$ cat config.mk
export PLATFORM = sky130hd
export DESIGN_NAME = fde_fetch_unit_flat
export DESIGN_NICKNAME = d
export VERILOG_FILES = /design/src/rtl/fde_fetch_unit_if.sv /design/src/rtl/fde_fetch_unit.sv /design/src/flat_wrapper.sv
export SDC_FILE = /design/constraint.sdc
export NUM_CORES = 1
export LEC_CHECK = 0
export ABC_CLOCK_PERIOD_IN_PS = 2500
export CAP_MARGIN = 10
export CELL_PAD_IN_SITES_DETAIL_PLACEMENT = 0
export CELL_PAD_IN_SITES_GLOBAL_PLACEMENT = 2
export CORE_MARGIN = 10
export CORE_UTILIZATION = 27
export DETAILED_ROUTE_END_ITERATION = 12
export HOLD_SLACK_MARGIN = 0.08
export PLACE_DENSITY = 0.85
export SLEW_MARGIN = 40
export SYNTH_ARGS = -nofsm -noshare
export SYNTH_HDL_FRONTEND = slang
export SYNTH_SLANG_ARGS = --single-unit
$ cat constraint.sdc
create_clock -name clk -period 2.5 [get_ports clk]
set_clock_uncertainty 0.05 [all_clocks]
set_input_delay 0.5 -clock clk [delete_from_list [all_inputs] [get_ports clk]]
set_output_delay 0.5 -clock clk [all_outputs]
set_load 0.005 [all_outputs]
$ cat src/rtl/fde_fetch_unit_if.sv
// Program memory read port between the fetch unit (master) and program memory (slave).
interface fde_fetch_unit_if #(
    parameter int unsigned ADDR_WIDTH = 8
);
    logic                  mem_req;
    logic [ADDR_WIDTH-1:0] mem_addr;
    logic                  mem_ack;
    logic [7:0]            mem_rdata;

    modport master (
        output mem_req,
        output mem_addr,
        input  mem_ack,
        input  mem_rdata
    );

    modport slave (
        input  mem_req,
        input  mem_addr,
        output mem_ack,
        output mem_rdata
    );
endinterface

$ cat src/rtl/fde_fetch_unit.sv
// Fetch responder for the fetch/decode/execute sequencer: reads one instruction byte per
// fetch phase over a req/ack port, owns PC and IR, and stalls the sequencer until served.
module fde_fetch_unit #(
    parameter int unsigned           ADDR_WIDTH = 8,
    parameter logic [ADDR_WIDTH-1:0] RESET_PC   = '0,
    parameter logic [7:0]            NOP_OPCODE = 8'h00,
    parameter int unsigned           TIMEOUT    = 16
) (
    input  logic                  clk,
    input  logic                  rst_n,
    input  logic                  fetch,
    input  logic                  decode,
    input  logic                  execute,
    output logic                  fde_enable,
    fde_fetch_unit_if.master      bus,
    input  logic                  pc_load,
    input  logic [ADDR_WIDTH-1:0] pc_target,
    output logic [ADDR_WIDTH-1:0] pc,
    output logic [7:0]            instr,
    output logic                  instr_valid,
    output logic                  fetch_err
);

    localparam int unsigned       CntW   = (TIMEOUT > 1) ? $clog2(TIMEOUT) : 1;
    localparam logic [CntW-1:0]   CntMax = CntW'(TIMEOUT - 1);

    typedef enum logic [0:0] {StIdle, StReq} state_e;

    state_e                state_q, state_d;
    logic [ADDR_WIDTH-1:0] pc_q, pc_d;
    logic [7:0]            instr_q, instr_d;
    logic                  valid_q, valid_d;
    logic                  done_q, done_d;
    logic                  err_q, err_d;
    logic [CntW-1:0]       cnt_q, cnt_d;
    logic                  timeout_hit;

    // The decode strobe carries no state; kept only to complete the sequencer interface.
    logic unused_decode;
    assign unused_decode = decode;

    always_ff @(posedge clk or negedge rst_n) begin
        if (!rst_n) begin
            state_q <= StIdle;
            pc_q    <= RESET_PC;
            instr_q <= NOP_OPCODE;
            valid_q <= 1'b0;
            done_q  <= 1'b0;
            err_q   <= 1'b0;
            cnt_q   <= '0;
        end else begin
            state_q <= state_d;
            pc_q    <= pc_d;
            instr_q <= instr_d;
            valid_q <= valid_d;
            done_q  <= done_d;
            err_q   <= err_d;
            cnt_q   <= cnt_d;
        end
    end

    assign timeout_hit = (TIMEOUT != 0) && (cnt_q == CntMax);

    always_comb begin
        state_d = state_q;
        pc_d    = pc_q;
        instr_d = instr_q;
        valid_d = valid_q;
        done_d  = done_q;
        err_d   = 1'b0;
        cnt_d   = cnt_q;

        // One-hot strobes keep a jump and an ack from landing on the same edge.
        if (execute && pc_load) begin
            pc_d = pc_target;
        end

        unique case (state_q)
            StIdle: begin
                if (fetch && !done_q) begin
                    state_d = StReq;
                    valid_d = 1'b0;
                    cnt_d   = '0;
                end
            end
            StReq: begin
                if (bus.mem_ack) begin
                    instr_d = bus.mem_rdata;
                    valid_d = 1'b1;
                    pc_d    = pc_q + 1'b1;
                    done_d  = 1'b1;
                    state_d = StIdle;
                end else if (timeout_hit) begin
                    instr_d = NOP_OPCODE;
                    err_d   = 1'b1;
                    done_d  = 1'b1;
                    state_d = StIdle;
                end else begin
                    cnt_d = cnt_q + 1'b1;
                end
            end
            default: state_d = StIdle;
        endcase

        if (!fetch) begin
            done_d = 1'b0;
        end
    end

    always_comb begin
        bus.mem_req  = (state_q == StReq);
        bus.mem_addr = pc_q;
        fde_enable   = !(fetch && !done_q);
        pc           = pc_q;
        instr        = instr_q;
        instr_valid  = valid_q;
        fetch_err    = err_q;
    end

endmodule

$ cat src/flat_wrapper.sv
// flat-port wrapper written by rule: the top's interface ports become plain ports
module fde_fetch_unit_flat 
#(
    parameter int unsigned           ADDR_WIDTH = 8,
    parameter logic [ADDR_WIDTH-1:0] RESET_PC   = '0,
    parameter logic [7:0]            NOP_OPCODE = 8'h00,
    parameter int unsigned           TIMEOUT    = 16
)
  (clk, rst_n, fetch, decode, execute, fde_enable, pc_load, pc_target, pc, instr, instr_valid, fetch_err, bus_mem_req, bus_mem_addr, bus_mem_ack, bus_mem_rdata);
  fde_fetch_unit_if #(.ADDR_WIDTH(ADDR_WIDTH)) bus_i ();
  input  logic clk;
  input  logic rst_n;
  input  logic fetch;
  input  logic decode;
  input  logic execute;
  output logic fde_enable;
  input  logic pc_load;
  input  logic [ADDR_WIDTH-1:0] pc_target;
  output logic [ADDR_WIDTH-1:0] pc;
  output logic [7:0] instr;
  output logic instr_valid;
  output logic fetch_err;
  output wire logic [$bits(bus_i.mem_req)-1:0] bus_mem_req;
  output wire logic [$bits(bus_i.mem_addr)-1:0] bus_mem_addr;
  input wire logic [$bits(bus_i.mem_ack)-1:0] bus_mem_ack;
  input wire logic [$bits(bus_i.mem_rdata)-1:0] bus_mem_rdata;
  assign bus_mem_req = bus_i.mem_req;
  assign bus_mem_addr = bus_i.mem_addr;
  assign bus_i.mem_ack = bus_mem_ack;
  assign bus_i.mem_rdata = bus_mem_rdata;
  fde_fetch_unit #(.ADDR_WIDTH(ADDR_WIDTH), .RESET_PC(RESET_PC), .NOP_OPCODE(NOP_OPCODE), .TIMEOUT(TIMEOUT)) u_core (.clk(clk), .rst_n(rst_n), .fetch(fetch), .decode(decode), .execute(execute), .fde_enable(fde_enable), .bus(bus_i), .pc_load(pc_load), .pc_target(pc_target), .pc(pc), .instr(instr), .instr_valid(instr_valid), .fetch_err(fetch_err));
endmodule
==> results of run 1 <==
layout by cell type (no fill, tap or decap), types with 3 or more instances in the layout:
cell,count
a211oi_1,3
a21oi_1,5
a221o_1,5
a22o_1,9
and3_1,3
buf_4,5
clkbuf_8,3
clkdlybuf4s50_1,49
dfrtp_1,24
mux2i_1,4
nand2_1,9
nand2b_1,3
nand3_1,6
nor2_1,5
nor3_1,4
o21ai_0,4
o31ai_1,3
cells in the mapped netlist:
cell type / count / area (um2)
dfrtp_1: 24 / 601
a22o_1: 9 / 78.8
buf_4: 9 / 67.6
nand2_1: 9 / 33.8
nand3_1: 6 / 30.0
a21oi_1: 5 / 25.0
a221o_1: 5 / 50.1
nor2_1: 5 / 18.8
mux2i_1: 4 / 40.0
nor3_1: 4 / 20.0
o21ai_0: 4 / 20.0
a211oi_1: 3 / 22.5
and3_1: 3 / 18.8
buf_6: 3 / 33.8
nand2b_1: 3 / 18.8
o31ai_1: 3 / 22.5
a311oi_1: 2 / 17.5
and4_1: 2 / 17.5
buf_2: 2 / 10.0
ha_1: 2 / 25.0
inv_1: 2 / 7.51
a21boi_2: 1 / 11.3
a22oi_1: 1 / 7.51
a31oi_2: 1 / 12.5
and2_4: 1 / 8.76
and4b_2: 1 / 11.3
clkbuf_1: 1 / 3.75
nand2_2: 1 / 6.26
nand4_1: 1 / 6.26
nor3b_1: 1 / 7.51
o21a_1: 1 / 7.51
o221a_1: 1 / 11.3
o221a_2: 1 / 11.3
xnor2_1: 1 / 8.76
report_power, final:
part | leakage [nW] | internal, mW | switching [mW]
Sequential | 0.294 | 0.496 | 0.137
Combinational | 0.436 | 0.385 | 0.219
Clock | 0.0357 | 0.214 | 0.132
Total | 0.765 | 1.10 | 0.488
worst max-delay path: cells and delay by family:
family	cells	cell delay, ns
and+or+nand+nor	1	0.10
buffers and inverters	2	0.93
metrics by stage:
step / instance area [um2] / utilization [%]
2_1_floorplan: 1290 / -
4_1_cts: 1840 / 39.3
5_1_grt: 1840 / 39.3
3_5_place_dp: 1770 / 37.8
6_report: 1840 / 39.3
3_3_place_gp: 1770 / 37.8
worst paths after layout:
path | startpoint | endpoint | slack, ns | depth (start not counted)
min reg2reg | u_core.instr[5] | u_core.instr[5] | 0.46 | 1
max | fetch | fde_enable | 0.42 | 3
max reg2reg | u_core.bus.mem_req | u_core.bus.mem_addr[0] | 0.77 | 4
min in group asynchronous | rst_n | u_core.bus.mem_addr[5] | 0.54 | 2
max in group asynchronous | rst_n | u_core.bus.mem_addr[1] | 1.62 | 2
min | u_core.instr[5] | u_core.instr[5] | 0.46 | 1
metal layers:
layer | up-vias | GRT usage, % | routed length [um]
met5 | - | 0 | 0
met4 | 0 | 5.06 | 61
met3 | 4 | 2.55 | 285
met2 | 42 | 17.0 | 1870
met1 | 558 | 10.8 | 1580
li1 | 538 | - | -
state kept, by name, indices dropped and copies added, names as in the netlist:
register and cells:
u_core.bus.mem_addr 8, u_core.instr 8, u_core.cnt_q 4, u_core.bus.mem_req 1
u_core.done_q 1, u_core.fetch_err 1, u_core.instr_valid 1
kinds of logic after synthesis:
logic type	Yosys count	synth area share [%]
AOI/OAI and AO/OA	37	23.0
xor gates and xnor gates	1	0.678
adders and majority gates	2	1.94
buffers and inverters	17	9.49
DFF	24	46.5
muxes	4	3.10
and+or+nand+nor	37	15.3
layout make-up:
cell class	count	area [um2]	share of cell area [%]
inverter	2	7.51	0.407
timing repair buffer	54	528	28.6
sequential	24	601	32.6
tap	54	67.6	3.66
clock buffer	3	41.3	2.24
multi-input combinational	81	569	30.9
clock inverter	1	30.0	1.63
==> run summary, run 1 <==
initial antenna violation count - 0
Detail Route Antenna Nets - 0
# rows - 25
syn avg cell area - 10.6 um2
Hold Vio Cnt, Final - 0
Final Power - 1.58 mW
unrepaired setup endpoints after global routing - no
GR Overflow Total - 0
DR WL/cell - 17.3 um
total inserted antenna cells - 0
initial drt markers - 41
CTS Root Buffer Type - clkbuf_8
die height - 89.2 um
CP Max Fanout - 2
critical path arrival - 1.53 ns
Worst-Skew Late Latency - 0.27 ns
TNS Setup - 0 ns
status - finished clean
worst hold margin - 0.460 ns
Post-Synthesis Cell Area - 1290 um2
Crit Path Class - in2out
total routed wirelength - 3.79 mm
Hold Buf Count CTS - 0
Core Box Area - 4690 um2
Total Die Area - 7950 um2
synthesized net count - 147
Pre-antenna DRT Iters - 6
Cell Count, Final, Fillers Out - 219
NumNets Final - 191
Finish-stage setup viols - 0
Worst path slowest cell - clkdlybuf4s50_1
Worst EP required - 1.95 ns
Clock Pin Slew Worst Setup and Hold Paths - 0.09 ns
DRC - 0
IO Pins - 51
Inst Count DP - 215
port bufs - 49
number of CTS-inserted buffers - 3
final worst slack - 0.421 ns
CP dominant cell by count - clkdlybuf4s50_1
critical path cell sequence - clkdlybuf4s50_1 -> nand2b_1 -> clkdlybuf4s50_1
Leak - 0.765 nW
Sink Count - 24
post-CTS setup buffers - 0
Max clock buf depth - 2
first-pass GRT wire length - 6.09 mm
Min Clock Period, post-route - 2.08 ns
Setup WS pre-CTS - 0.399 ns
largest net degree at the start of global routing - 25
Synth Register Bits - 24
die width - 89.2 um
number of distinct library cells after synthesis - 34
FMAX - 481 MHz
vias per cell - 5.21
Placer Congestion - 0.810
Layout area overhead - 42.7%
final worst-path cycle share - 83.2%
vias in the first global route - 1,227
fillers - 464
Final Max Slew Viols - 0
Worst setup EP type - primary output
Worst slew margin - 70.7%
HP Class - reg2reg
Max IR drop VDD - 0.284 mV
Max H-tree Level - 1
Max-Cap Viols - 0
Starting Density - 27.5%
post_cts resized - 0
gr usage total - 9.83%
sequential area share after synthesis - 46.5%
vias after detailed routing - 1,142
CTS tree - done
max incr delay on CP - 0.51 ns
Critical Path Source Type - input pin
layout cells sized above 1 - 9.09%
Synth Instances - 122
yosys warns - 0
hpwl dp - 2.82 mm
power density over cell area - 858 nW/um2
Least-Margin Pin Slew - 0.440 ns
(Power assumes the default switching activity.)
==> inputs of run 2 (changes only) <==
Settings changed: ABC_CLOCK_PERIOD_IN_PS 2500 to 2050, CORE_UTILIZATION 27 to 25, PLACE_DENSITY 0.85 to 0.79.
Clock period 2.5 ns to 2.05 ns, I/O delays scaled along.
==> run summary, run 2 (synthesized netlist as in run 1, its figures left out) <==
die width - 91.9 um (was 89.2 um)
CTS tree - done (unchanged)
Layout area overhead - 43.6% (was 42.7%)
Max H-tree Level - 1 (unchanged)
vias per cell - 4.75 (was 5.21)
Starting Density - 25.5% (was 27.5%)
Worst setup EP type - primary output (unchanged)
Leak - 0.764 nW (was 0.765 nW)
vias after detailed routing - 1,121 (was 1,142)
total routed wirelength - 3.73 mm (was 3.79 mm)
die height - 91.9 um (was 89.2 um)
power density over cell area - 989 nW/um2 (was 858 nW/um2)
worst reg2reg path depth - 4 (unchanged)
largest net degree at the start of global routing - 25 (unchanged)
first-pass GRT wire length - 6.15 mm (was 6.09 mm)
total inserted antenna cells - 0 (unchanged)
gr usage total - 8.88% (was 9.83%)
Crit Path Class - in2out (unchanged)
Worst slew margin - 72.7% (was 70.7%)
unrepaired setup endpoints after global routing - no (unchanged)
Final Power - 1.83 mW (was 1.58 mW)
Hold Vio Cnt, Final - 0 (unchanged)
HP Class - reg2reg (unchanged)
R2R Path Start - u_core.cnt_q[0] (was u_core.bus.mem_req)
post-route cell area - 1860 um2 (was 1840 um2)
Critical Path Source Type - input pin (unchanged)
Placer Congestion - 0.782 (was 0.810)
layout cells sized above 1 - 9.64% (was 9.09%)
critical path arrival - 1.45 ns (was 1.53 ns)
initial antenna violation count - 0 (unchanged)
CP Max Fanout - 2 (unchanged)
crit path to - fde_enable (unchanged)
Pre-antenna DRT Iters - 7 (was 6)
Placed Area - 1800 um2 (was 1770 um2)
final worst-path cycle share - 93.1%
Finish-stage setup viols - 0 (unchanged)
final core utilization - 36.6% (was 39.3%)
# rows - 26 (was 25)
DRC - 0 (unchanged)
post-CTS setup buffers - 0 (unchanged)
FMAX - 524 MHz
Worst-Skew Late Latency - 0.26 ns (was 0.27 ns)
Max-Cap Viols - 0 (unchanged)
most frequent cells in the layout - clkdlybuf4s50_1, dfrtp_1, nand2_1, a22o_1 (was clkdlybuf4s50_1, dfrtp_1, nand2_1, a22o_1, nand3_1)
Final Max Slew Viols - 0 (unchanged)
Total Die Area - 8450 um2 (was 7950 um2)
Clock Pin Slew Worst Setup and Hold Paths - 0.09 ns (about the same)
fillers - 526 (was 464)
TNS Setup - 0 ns (unchanged)
reg-to-reg slack, setup - 0.50 ns (was 0.77 ns)
Least-Margin Pin Slew - 0.409 ns (was 0.440 ns)
post_cts resized - 0 (unchanged)
Max clock buf depth - 2 (unchanged)
hpwl dp - 2.83 mm (was 2.82 mm)
status - finished clean (unchanged)
Worst EP required - 1.59 ns (was 1.95 ns)
Detail Route Antenna Nets - 0 (unchanged)
initial drt markers - 36 (was 41)
Worst Setup SP - fetch (unchanged)
Sink Count - 24 (unchanged)
DR WL/cell - 15.8 um (was 17.3 um)
GR Overflow Total - 0 (unchanged)
Core Box Area - 5070 um2 (was 4690 um2)
Min Clock Period, post-route - 1.91 ns
reg-to-reg critical path endpoint - u_core.instr[5] (was u_core.bus.mem_addr[0])
number of CTS-inserted buffers - 3 (unchanged)
Hold Buf Count CTS - 0 (unchanged)
IO Pins - 51 (unchanged)
port bufs - 49 (unchanged)
NumNets Final - 192 (was 191)
CTS Root Buffer Type - clkbuf_8 (unchanged)
vias in the first global route - 1,208 (was 1,227)
Max IR drop VDD - 0.338 mV (was 0.284 mV)
leading cell type in the layout, fill and taps excluded - clkdlybuf4s50_1 (unchanged)
-- run 2: cell count changes in the layout (fill, tap and decap cells not counted), sizes merged --
cell,delta
buf,+1
bufinv,-1
clkbuf,+1
-- run 2: per-layer routing --
layer  GRT usage (%)  routed length (um)
met1            10.7                1680
met2            14.5                1760
met3            2.36                 247
met4            3.86                  42
met5               0                   0
-- run 2: critical path, stage by stage --
cell	delay (ns)
clkdlybuf4s50_1	0.42
nand2b_1	0.11
clkdlybuf4s50_1	0.51
-- run 2: layout make-up --
| type | count | area, um2 | area share [%] |
|---|---|---|---|
| Multi-Input combinational cell | 81 | 569 | 30.7 |
| Clock buffer | 4 | 55.1 | 2.97 |
| Timing Repair Buffer | 55 | 536 | 28.9 |
| Inverter | 2 | 7.51 | 0.405 |
| Tap cell | 70 | 87.6 | 4.72 |
| Sequential cell | 24 | 601 | 32.4 |
-- run 2: through the flow --
step                hold slack, ns  setup slack [ns]  cells
floorplan                   0.0644             0.669    122
global placement             0.434             0.135    232
detailed placement           0.432             0.121    232
CTS                          0.458             0.121    236
global route                 0.473            0.0863    236
finish                       0.453             0.142    236
-- run 2: power by group --
| group | total (mW) | internal [mW] | leakage [nW] | switching, mW |
|---|---|---|---|---|
| combinational | 0.742 | 0.474 | 0.441 | 0.267 |
| clock | 0.326 | 0.171 | 0.0288 | 0.155 |
| sequential | 0.767 | 0.605 | 0.294 | 0.161 |
-- run 2: worst min-delay path by stage --
| stage | start | cells past startpoint | end | slack [ns] |
|---|---|---|---|---|
| 6_report | u_core.instr[3] | 1 | u_core.instr[3] | 0.45 |
| 5_1_grt | u_core.instr[2] | 1 | u_core.instr[2] | 0.47 |
| 4_1_cts | rst_n | 2 | u_core.bus.mem_addr[3] | 0.46 |
| 3_5_place_dp | u_core.instr[1] | 1 | u_core.instr[1] | 0.43 |
| 3_3_place_gp | u_core.instr[7] | 1 | u_core.instr[7] | 0.43 |
| 2_1_floorplan | rst_n | 0 | u_core.bus.mem_addr[0] | 0.06 |
